### config.mk
export PLATFORM = sky130hd
export DESIGN_NAME = fp_operand_loader_flat
export DESIGN_NICKNAME = d
export VERILOG_FILES = /design/src/rtl/fp_operand_loader_pkg.sv /design/src/rtl/fp_operand_loader_if.sv /design/src/rtl/fp_operand_loader_byte_serializer.sv /design/src/rtl/fp_operand_loader.sv /design/src/flat_wrapper.sv
export SDC_FILE = /design/constraint.sdc
export NUM_CORES = 1
export LEC_CHECK = 0
export ABC_AREA = 1
export BUFFER_PORTS_ARGS = -buffer_cell sky130_fd_sc_hd__buf_2
export CAP_MARGIN = 20
export CORE_UTILIZATION = 40
export DETAILED_ROUTE_END_ITERATION = 8
export GPL_TIMING_DRIVEN = 0
export PLACE_DENSITY = 0.74
export REMOVE_ABC_BUFFERS = 1
export SLEW_MARGIN = 10
export SYNTH_ARGS = -nofsm -noshare
export SYNTH_HDL_FRONTEND = slang
export SYNTH_SLANG_ARGS = --single-unit
### constraint.sdc
create_clock -name clk -period 2.4 [get_ports clk]
set_input_delay 0.24 -clock clk [delete_from_list [all_inputs] [get_ports clk]]
set_output_delay 0.24 -clock clk [all_outputs]
set_load 0.01 [all_outputs]
### src/rtl/fp_operand_loader_pkg.sv
// fp_operand_loader_pkg: shared widths, state encoding and byte-lane helper
package fp_operand_loader_pkg;
    localparam int FP_W = 32;
    localparam int BYTE_W = 8;
    typedef enum logic [1:0] {
        LOAD_A = 2'd0,
        LOAD_B = 2'd1,
        EXEC   = 2'd2,
        UNLOAD = 2'd3
    } state_t;
    // byte index to 32-bit lane; MSB-first order simply reverses the lanes
    function automatic logic [1:0] lane_sel(input logic [1:0] idx, input bit lsb_first);
        return lsb_first ? idx : ~idx;
    endfunction
endpackage

### src/rtl/fp_operand_loader_if.sv
// fp_operand_loader_if: byte streams, adder-side operands and status of the loader
interface fp_operand_loader_if;
    import fp_operand_loader_pkg::*;
    logic              clear;
    logic [BYTE_W-1:0] in_data;
    logic              in_valid;
    logic              in_ready;
    logic              in_sub;
    logic [FP_W-1:0]   a_out;
    logic [FP_W-1:0]   b_out;
    logic              sub_out;
    logic [FP_W-1:0]   result_in;
    logic [BYTE_W-1:0] out_data;
    logic              out_valid;
    logic              out_ready;
    logic              busy;
    modport slave (
        input  clear, in_data, in_valid, in_sub, result_in, out_ready,
        output in_ready, a_out, b_out, sub_out, out_data, out_valid, busy
    );
    modport master (
        output clear, in_data, in_valid, in_sub, result_in, out_ready,
        input  in_ready, a_out, b_out, sub_out, out_data, out_valid, busy
    );
endinterface

### src/rtl/fp_operand_loader_byte_serializer.sv
// fp_operand_loader_byte_serializer: result register, lane mux and output handshake
module fp_operand_loader_byte_serializer
    import fp_operand_loader_pkg::*;
#(
    parameter bit LSB_FIRST = 1
) (
    input  logic              clk,
    input  logic              rst,
    input  logic              i_capture,
    input  logic              i_active,
    input  logic              i_ready,
    input  logic [1:0]        i_idx,
    input  logic [FP_W-1:0]   i_result,
    output logic [BYTE_W-1:0] o_data,
    output logic              o_valid,
    output logic              o_xfer
);
    logic [FP_W-1:0] r_result;
    logic [4:0]      w_bit;
    always_ff @(posedge clk) begin
        if (rst) r_result <= '0;
        else if (i_capture) r_result <= i_result;
    end
    assign w_bit   = {lane_sel(i_idx, LSB_FIRST), 3'b000};
    assign o_valid = i_active;
    assign o_data  = i_active ? r_result[w_bit +: BYTE_W] : '0;
    assign o_xfer  = i_active && i_ready;
endmodule

### src/rtl/fp_operand_loader.sv
// fp_operand_loader: byte-serial operand collector and result streamer for the FP add/sub unit
module fp_operand_loader
    import fp_operand_loader_pkg::*;
#(
    parameter bit LSB_FIRST = 1
) (
    input logic                clk,
    input logic                rst,
    fp_operand_loader_if.slave bus
);
    state_t          r_state;
    logic [1:0]      r_idx;
    logic [FP_W-1:0] r_a;
    logic [FP_W-1:0] r_b;
    logic            r_sub;
    logic            w_accept;
    logic            w_xfer;
    logic            w_last;
    logic [4:0]      w_bit;
    assign bus.in_ready = r_state == LOAD_A || r_state == LOAD_B;
    assign bus.busy     = r_state == EXEC || r_state == UNLOAD;
    assign bus.a_out    = r_a;
    assign bus.b_out    = r_b;
    assign bus.sub_out  = r_sub;
    assign w_accept     = bus.in_valid && bus.in_ready;
    assign w_last       = r_idx == 2'd3;
    assign w_bit        = {lane_sel(r_idx, LSB_FIRST), 3'b000};
    // every phase change happens at idx 3, so the wrapping increment also clears the index
    always_ff @(posedge clk) begin
        if (rst) begin
            r_state <= LOAD_A;
            r_idx   <= '0;
            r_a     <= '0;
            r_b     <= '0;
            r_sub   <= 1'b0;
        end else if (bus.clear) begin
            r_state <= LOAD_A;
            r_idx   <= '0;
        end else begin
            case (r_state)
                LOAD_A: if (w_accept) begin
                    r_a[w_bit +: BYTE_W] <= bus.in_data;
                    r_idx <= r_idx + 1'b1;
                    if (w_last) r_state <= LOAD_B;
                end
                LOAD_B: if (w_accept) begin
                    r_b[w_bit +: BYTE_W] <= bus.in_data;
                    r_idx <= r_idx + 1'b1;
                    if (w_last) begin
                        r_sub   <= bus.in_sub;
                        r_state <= EXEC;
                    end
                end
                EXEC: r_state <= UNLOAD;
                UNLOAD: if (w_xfer) begin
                    r_idx <= r_idx + 1'b1;
                    if (w_last) r_state <= LOAD_A;
                end
            endcase
        end
    end
    fp_operand_loader_byte_serializer #(.LSB_FIRST(LSB_FIRST)) u_ser (
        .clk       (clk),
        .rst       (rst),
        .i_capture (r_state == EXEC && !bus.clear),
        .i_active  (r_state == UNLOAD),
        .i_ready   (bus.out_ready),
        .i_idx     (r_idx),
        .i_result  (bus.result_in),
        .o_data    (bus.out_data),
        .o_valid   (bus.out_valid),
        .o_xfer    (w_xfer)
    );
endmodule

### src/flat_wrapper.sv
// flat-port wrapper written by rule: the top's interface ports become plain ports
module fp_operand_loader_flat import fp_operand_loader_pkg::*;
#(
    parameter bit LSB_FIRST = 1
)
  (clk, rst, bus_clear, bus_in_data, bus_in_valid, bus_in_sub, bus_result_in, bus_out_ready, bus_in_ready, bus_a_out, bus_b_out, bus_sub_out, bus_out_data, bus_out_valid, bus_busy);
  fp_operand_loader_if bus_i ();
  input logic clk;
  input logic rst;
  input wire logic [$bits(bus_i.clear)-1:0] bus_clear;
  input wire logic [$bits(bus_i.in_data)-1:0] bus_in_data;
  input wire logic [$bits(bus_i.in_valid)-1:0] bus_in_valid;
  input wire logic [$bits(bus_i.in_sub)-1:0] bus_in_sub;
  input wire logic [$bits(bus_i.result_in)-1:0] bus_result_in;
  input wire logic [$bits(bus_i.out_ready)-1:0] bus_out_ready;
  output wire logic [$bits(bus_i.in_ready)-1:0] bus_in_ready;
  output wire logic [$bits(bus_i.a_out)-1:0] bus_a_out;
  output wire logic [$bits(bus_i.b_out)-1:0] bus_b_out;
  output wire logic [$bits(bus_i.sub_out)-1:0] bus_sub_out;
  output wire logic [$bits(bus_i.out_data)-1:0] bus_out_data;
  output wire logic [$bits(bus_i.out_valid)-1:0] bus_out_valid;
  output wire logic [$bits(bus_i.busy)-1:0] bus_busy;
  assign bus_i.clear = bus_clear;
  assign bus_i.in_data = bus_in_data;
  assign bus_i.in_valid = bus_in_valid;
  assign bus_i.in_sub = bus_in_sub;
  assign bus_i.result_in = bus_result_in;
  assign bus_i.out_ready = bus_out_ready;
  assign bus_in_ready = bus_i.in_ready;
  assign bus_a_out = bus_i.a_out;
  assign bus_b_out = bus_i.b_out;
  assign bus_sub_out = bus_i.sub_out;
  assign bus_out_data = bus_i.out_data;
  assign bus_out_valid = bus_i.out_valid;
  assign bus_busy = bus_i.busy;
  fp_operand_loader #(.LSB_FIRST(LSB_FIRST)) u_core (.clk(clk), .rst(rst), .bus(bus_i));
endmodule
After elaboration in Yosys (flattened, before gate mapping)
Index checks and enable logic that the tools add are counted.
{ "classes": {"addsub": 2, "n_mul": 0, "n_div": 0, "order_cmp": 0, "eq_ne": 11, "shift": 3, "muxes": 13, "n_bitwise": 1, "reduce_logical": 15} }
{ "ops": {"columns": ["operator", "n"], "rows": [
  ["$bwmux W32", 2],
  ["$shift A8 B7 Y32 const A", 1],
  ["$shiftx A32 B6 Y8", 1],
  ["$shiftx A8 B7 Y32", 1],
  ["$mux W2", 8],
  ["$ne A2 B1 Y1 const B", 7],
  ["$reduce_and A3 Y1", 3],
  ["$mux W8", 1],
  ["$pmux W2 S4", 1],
  ["$neg A5 Y7", 1],
  ["$eq A2 B2 Y1 const B", 3],
  ["$reduce_and A6 Y1", 1],
  ["$pmux W2 S2", 1],
  ["$reduce_and A4 Y1", 1],
  ["$reduce_or A2 Y1", 2],
  ["$logic_and A1 B1 Y1", 3],
  ["$add A2 B1 Y2 const B", 1],
  ["$eq A2 B1 Y1 const B", 1],
  ["$logic_not A2 Y1", 1],
  ["$logic_or A1 B1 Y1", 2],
  ["$reduce_bool A2 Y1", 1],
  ["$logic_not A1 Y1", 1],
  ["$not A1 Y1", 1]
]} }
{ "word_totals": {"reg_bits": 101, "latch_bits": 0, "mem_bits_rw": 0, "romBits": 0, "input_bits": 46, "output_inout_bits": 76, "elab_cells": 51, "n_memories": 0} }

Depth between registers and ports, before layout
Gate-level depths: netlist (run 1).
{ "depth": {"ltp_word": 5, "ltp_mapped": 12, "ltp_nobuf": 7} }

Modules after synthesis
From an unflattened synthesis (run 1), not the netlist that was laid out.
{ "unflattened": {"hier_cells": 658, "hier_area_um2": 4564.4} }
{ "by_module_without_submodules": {"columns": ["mod", "n_inst", "cells_per_inst", "area_each_um2", "seq_area_each_um2"], "rows": [
  ["fp_operand_loader", 1, 454, 3101.7, 1381.3],
  ["fp_operand_loader_byte_serializer", 1, 204, 1462.7, 640.6]
]} }

Worst setup path before layout (run 1)
OpenSTA, ideal clock, no wires.
{ "synth_timing": {"path_kind": "register -> register", "startpoint": "register u_core.r_idx[0]", "endpoint": "register u_core.r_a[3] (netlist: u_core.bus.a_out[3])", "setup_time_ns": 0.067, "arrival_ns": 1.769, "required_ns": 2.333, "setup_slack_ns": 0.564, "stages_incl_launch_ff": 12, "path_buffers": 4, "synth_period_minus_slack_ns": 1.836, "path_cell_list": "dfxtp_1 > buf_6 > inv_4 > buf_6 > buf_4 > ha_1 > buf_6 > inv_4 > nand3_2 > nor2_1 > nand2_1 > a21oi_2"} }
{ "synth_via": {"elab_chain_cells": 3, "word_cells_on_any_way": 4, "classes_between": "add/sub: 1; shift: 2; mux: 1"} }
{ "synth_rtl": {"columns": ["element", "line", "rtl"], "rows": [
  ["from (decl)", "fp_operand_loader.sv:12", "logic [1:0] r_idx;"],
  ["from (signal assigned)", "fp_operand_loader.sv:43", "r_idx <= r_idx + 1'b1;"],
  ["from (signal assigned)", "fp_operand_loader.sv:48", "r_idx <= r_idx + 1'b1;"],
  ["from (signal assigned)", "fp_operand_loader.sv:56", "r_idx <= r_idx + 1'b1;"],
  ["$neg A5 Y7 *", "fp_operand_loader.sv:42", "r_a[w_bit +: BYTE_W] <= bus.in_data;"],
  ["$shiftx A8 B7 Y32 or $shift A8 B7 Y32 (tied branches)", "fp_operand_loader.sv:42", null],
  ["$bwmux W32 *", "fp_operand_loader.sv:42", null],
  ["to (signal, indexed assignment)", "fp_operand_loader.sv:42", null],
  ["to (decl)", "fp_operand_loader.sv:13", "logic [FP_W-1:0] r_a;"]
]} }
Mark *: on every way between the ends. The rest lies on a longest branch, timed or not.
A chain may end at the register's enable or synchronous reset.

Worst setup path in the final report (run 1)
{ "layout_timing": {"startpoint": "register u_core.r_idx[0]", "endpoint": "register u_core.r_a[1] (netlist: u_core.bus.a_out[1])"} }
The elaborated chain is that of the path after synthesis.

==> results of run 1 <==
==> cell usage in the layout (no fill, tap or decap), types with 2 or more instances in the layout <==
cell,Yosys,final
inv_4,3,3
buf_2,10,121
o21ai_1,7,7
inv_2,11,11
nor3_2,3,3
a21oi_1,50,50
ha_1,9,9
nand3_2,6,6
clkinvlp_4,0,3
nand4_4,5,5
nor2_1,177,177
a21oi_2,2,2
nand4_1,4,4
inv_1,18,18
dfxtp_2,0,2
nand2_1,99,99
o21ai_0,63,63
clkbuf_8,0,10
nor2_4,2,2
dfxtp_1,101,99
nand3_1,6,6
==> registers in the layout, indices dropped and copies added (netlist names) <==
| signal | flops |
|---|---|
| u_core.r_idx | 2 |
| u_core.bus.a_out | 32 |
| u_core.r_state | 2 |
| u_core.bus.sub_out | 1 |
| u_core.u_ser.r_result | 32 |
| u_core.bus.b_out | 32 |
==> critical path: stages, from the launching register on <==
cell and delay, ns:
dfxtp_2 0.54, buf_16 0.20, inv_4 0.11, ha_1 0.49
inv_4 0.19, nand3_2 0.16, nor2_1 0.21, nand2_1 0.09
a21oi_1 0.13
==> final cells by class <==
type                    count  area share (%)
clock inverters             5            1.16
well taps                 140            3.31
repair buffers            123            12.3
clock buffers              10            2.60
inverters                  34            2.58
multi-input cells         440            39.8
flip-flops and latches    101            38.3
==> per-stage QoR <==
step                cell area (sq um)  setup slack [ns]  TNS [ns]
floorplan                        4260             0.224         0
global placement                 5040            -0.410    -20.68
detailed placement               5090            0.0327         0
CTS                              5290            0.0186         0
global route                     5290            0.0448         0
finish                           5290             0.211         0
==> how the worst min path moves through the flow <==
stage                                        endpoint  slack, ns  cells past startpoint
4_1_cts        u_core.u_ser.r_result[25]$_SDFFE_PP0P_       0.07                      3
2_1_floorplan        u_core.bus.a_out[3]$_SDFFE_PP0P_       0.30                      1
5_1_grt               u_core.bus.sub_out$_SDFFE_PP0P_       0.08                      3
3_3_place_gp        u_core.bus.b_out[27]$_SDFFE_PP0P_       0.45                      2
3_5_place_dp         u_core.bus.b_out[2]$_SDFFE_PP0P_       0.45                      2
6_report       u_core.u_ser.r_result[25]$_SDFFE_PP0P_       0.09                      3
==> cell families (layout without fill, tap and decap cells) <==
| group | after synthesis | count (layout) | share of synthesized area, % |
|---|---|---|---|
| AOI/OAI and AO/OA | 125 | 125 | 14.4 |
| buffers and inverters | 62 | 172 | 7.15 |
| adders and majority gates | 9 | 9 | 2.53 |
| and+or+nand+nor | 306 | 306 | 30.4 |
| DFF | 101 | 101 | 45.5 |
==> per-layer routing <==
metal	global-route usage (%)	wire (microns)	share of wire, %	vias up
li1	-	-	-	2137
met1	25.4	5040	47	1826
met2	30.7	4790	45	124
met3	3.45	665	6.2	15
met4	7.05	142	1.3	0
met5	0	0	0	-
==> cell usage after synthesis, drive strengths merged <==
cell type	number	area [sq um]
o21bai	1	7.51
buf	20	151
o21ai	70	350
nor2	180	693
a21oi	52	268
dfxtp	101	2020
a21o	1	7.51
nor3	3	30.0
clkinv	2	8.75
ha	9	113
nand4	9	131
clkbuf	8	30.0
or2	1	6.26
nand3	13	108
inv	32	128
o2bb2ai	1	8.76
nand2	100	383
==> power breakdown <==
| part | switching [W] | internal [W] | total, W |
|---|---|---|---|
| registers | 0.0000144 | 0.00169 | 0.00170 |
| clock network | 0.000576 | 0.000506 | 0.00108 |
| logic | 0.000157 | 0.0000780 | 0.000235 |
| total | 0.000747 | 0.00227 | 0.00302 |
==> results.ini, run 1 <==
[clocking]
post-cts-setup-buffer-count = 0
clk_latency_ns = 0.36
hold_buffers = 0
htree_num_levels = 3
cts_tree = built
clock_path_buffers = 2
root_buffer = clkbuf_8
cts.clk_slew.worst_paths_ns = 0.10
cts_sinks = 101
ctsResizeCount = 0
cts_buffers = 9

[timing]
grt_setup_unrepaired = no
worst_pin_slew_ns = 0.830
relSlewSlack_pct = 44.7
setup_viol = 0
period_minus_slack_ns = 2.19
slew_viol_final = 0
whs_ns = 0.0930
fmax_mhz = 457
finalCritPeriodShare_pct = 91.2
finalClockSkew_ns = 0.0112
hold_viol = 0

[power_and_ir_drop]
vdd_drop_max_mv = 0.304
power_density_nw_per_um2 = 571
power_leakage_nw = 2.45
p_total_w = 0.00302

[drt]
vias_per_cell = 4.81
drc = 0
first_pass_iters = 4
wl_per_cell_microns = 12.5
antenna_left = 0
totalWireLength_mm = 10.6
routed-via-count = 4102
drtIter0Drc = 227

[grt]
grt_pass1_vias = 3665
grt-ovfl-total = 0
grt_use_total_pct = 19.1
grt_pass1_wl_mm = 17.3
antenna_found_initial = 0
grt_max_degree = 56

[critical_path]
r2r_start = u_core.r_idx[0]$_SDFFE_PP0P_
path_class = register to register
crit_path_end = u_core.bus.a_out[1]$_SDFFE_PP0P_
rr_worst_depth = 8
worstSetupEndpointType = register
rr_endpoint = u_core.bus.a_out[1]$_SDFFE_PP0P_
cp.required_ns = 2.69
worstPathArrival_ns = 2.48
cp-startpoint = u_core.r_idx[0]$_SDFFE_PP0P_
crit_path_start_kind = register
reg2reg_slack_ns = 0.21
worstPathMaxFanout = 21

[place]
finalWeightedCongestion = 0.814
post-place-cells = 838
portBuffers = 121
place_hpwl_mm = 7.59

[worst_hold_path]
hp-start = bus_result_in[25]
holdCritPathClass = primary input to register

[finish]
layoutNonFillerInstCount = 853
final_core_util_pct = 48.8
drive_above_1_share_pct = 24.8
antenna_cells_inserted = 0
seq_area_sq_um = 2020
nNetsFinal = 764
areaGrowthSynthToFinish_pct = 19.0
multi_input_area_sq_um = 2110
fillCellCount = 1121

[yosys]
synthCells = 603
syn_area_per_cell_sq_um = 7.37
ys_seq_area_share_pct = 45.5
synth_seq_cells = 101
syn-cell-area_sq_um = 4450
yosysUniqueCellTypes = 30
yosys_warnings = 0

[die]
core_sq_um = 10800
die-area_sq_um = 11500
rows = 38
initial_core_util_pct = 41.0
io_pins = 122
die-width_microns = 107
die_y_microns = 107

[status]
run_status = completed

[flow_run]
maxCapViolations = 0

Note: power is estimated with default switching activity, not from simulation.
==> run 2: changes to the inputs <==
--- a/config.mk
+++ b/config.mk
@@ -11,6 +11,7 @@
 export CORE_UTILIZATION = 40
 export DETAILED_ROUTE_END_ITERATION = 8
 export GPL_TIMING_DRIVEN = 0
+export HOLD_SLACK_MARGIN = 0.12
 export PLACE_DENSITY = 0.74
 export REMOVE_ABC_BUFFERS = 1
 export SLEW_MARGIN = 10
==> run 2 against run 1 <==
  * Die area is the same
  * Worst setup slack gained 0.0068 ns
  * Via count grew 3.9%
  * Non-clock buffer count grew 33
  * Sequential power is essentially flat
  * Clock skew is essentially flat
  * Critical path type unchanged
  * Largest cell class unchanged
==> results.ini, run 2 (same netlist as run 1, synthesis figures left out) <==
[flow_run]
maxCapViolations = 0

[clocking]
cts_tree = built
cts.clk_slew.worst_paths_ns = 0.10
root_buffer = clkbuf_8
post-cts-setup-buffer-count = 0
cts_buffers = 9
clk_latency_ns = 0.36
clock_path_buffers = 2
cts_sinks = 101
htree_num_levels = 3

[place]
post-place-cells = 838
finalWeightedCongestion = 0.814
place_hpwl_mm = 7.59
dp_slack_ns = 0.0327
portBuffers = 121

[power_and_ir_drop]
vdd_drop_max_mv = 0.307
power_density_nw_per_um2 = 547
power_leakage_nw = 2.59

[drt]
drtIter0Drc = 220
vias_per_cell = 4.81
drc = 0
routed-via-count = 4263
antenna_left = 0
first_pass_iters = 4
totalWireLength_mm = 11.3
wl_per_cell_microns = 12.7

[finish]
layoutNonFillerInstCount = 886
fillCellCount = 1074
final_common_cell = nor2_1
areaGrowthSynthToFinish_pct = 26.4
drive_above_1_share_pct = 23.7
nNetsFinal = 797
antenna_cells_inserted = 0
final_cell_mix = 177 x nor2_1, 121 x buf_2, 99 x nand2_1, 99 x dfxtp_1, 63 x o21ai_0

[grt]
antenna_found_initial = 0
grt_max_degree = 56
grt_pass1_wl_mm = 18.4
grt_use_total_pct = 20.2
grt_pass1_vias = 3916
grt-ovfl-total = 0

[die]
initial_core_util_pct = 41.0
core_sq_um = 10800
die-width_microns = 107
io_pins = 122
rows = 38
die-area_sq_um = 11500
die_y_microns = 107

[critical_path]
worstPathArrival_ns = 2.47
cp.required_ns = 2.69
worstPathMaxFanout = 21
crit_path_start_kind = register
path_class = register to register
worstSetupEndpointType = register

[timing]
setup_viol = 0
fmax_mhz = 458
relSlewSlack_pct = 43.7
worst_pin_slew_ns = 0.844
setup_ws_ns = 0.217
finalClockSkew_ns = 0.0108
grt_setup_unrepaired = no
finalCritPeriodShare_pct = 90.9
hold_viol = 0
slew_viol_final = 0
fin_setup_tns_ns = 0
period_minus_slack_ns = 2.18

[status]
run_status = completed

[worst_hold_path]
holdCritPathClass = primary input to register

==> run 2: changes by cell type in the layout (fill, tap and decap cells not counted), sizes merged <==
| cell | change |
|---|---|
| dlygate4sd3 | +33 |
==> run 2: final timing paths <==
check	depth (start not counted)	slack, ns	endpoint	startpoint
worst max-delay path	8	0.22	u_core.bus.a_out[1]$_SDFFE_PP0P_	u_core.r_idx[0]$_SDFFE_PP0P_
worst min-delay path	5	0.24	u_core.bus.a_out[6]$_SDFFE_PP0P_	bus_in_data[6]
worst max register to register	8	0.22	u_core.bus.a_out[1]$_SDFFE_PP0P_	u_core.r_idx[0]$_SDFFE_PP0P_
worst min register to register	2	0.46	u_core.bus.b_out[0]$_SDFFE_PP0P_	u_core.bus.b_out[0]$_SDFFE_PP0P_
==> run 2: power breakdown <==
| group | internal, W | total, W | switching [W] |
|---|---|---|---|
| Clock | 0.000507 | 0.00109 | 0.000584 |
| Combinational | 0.000113 | 0.000279 | 0.000166 |
| Sequential | 0.00169 | 0.00170 | 0.0000145 |
==> run 2: area by class of cell <==
type                       instances  area (sq um)  share of cell area (%)
multi-input combinational        440          2110                    37.5
clock inverter                     5          61.3                    1.09
tap                              140           175                    3.12
clock buffer                      10           138                    2.45
sequential                       101          2020                    36.0
inverter                          34           136                    2.43
timing repair buffer             156           978                    17.4
==> run 2: repair_timing <==
action / 4_1_cts / 5_1_grt
endpoints found under the setup margin: 0 / 17
gates resized for setup: 0 / 2
hold buffers: 33 / 0
hold endpoints to repair: 33 / 0
==> run 2: critical path, cell delays in order (launching register included) <==
cell,delay (ns)
dfxtp_2,0.53
buf_16,0.20
inv_4,0.11
ha_1,0.48
inv_4,0.18
nand3_2,0.16
nor2_1,0.21
nand2_1,0.09
a21oi_1,0.13
==> run 2: per-stage QoR <==
| stage | hold slack, ns | cell area [sq um] | total power, W | util [%] |
|---|---|---|---|---|
| 3_3_place_gp | 0.450 | 5040 | 0.00197 | 46.5 |
| 5_1_grt | 0.263 | 5620 | 0.00321 | 51.8 |
| 2_1_floorplan | 0.302 | 4260 | 0.00187 | - |
| 6_report | 0.238 | 5620 | 0.00307 | 51.8 |
| 4_1_cts | 0.219 | 5620 | 0.00310 | 51.8 |
| 3_5_place_dp | 0.454 | 5090 | 0.00198 | 46.9 |
==> run 2: per-layer routing <==
metal	vias to the layer above	track usage [%]	wire length (microns)
li1	2204	-	-
met1	1902	26.0	5170
met3	19	3.57	650
met4	0	7.05	193
met5	-	0	0
met2	138	34.0	5240
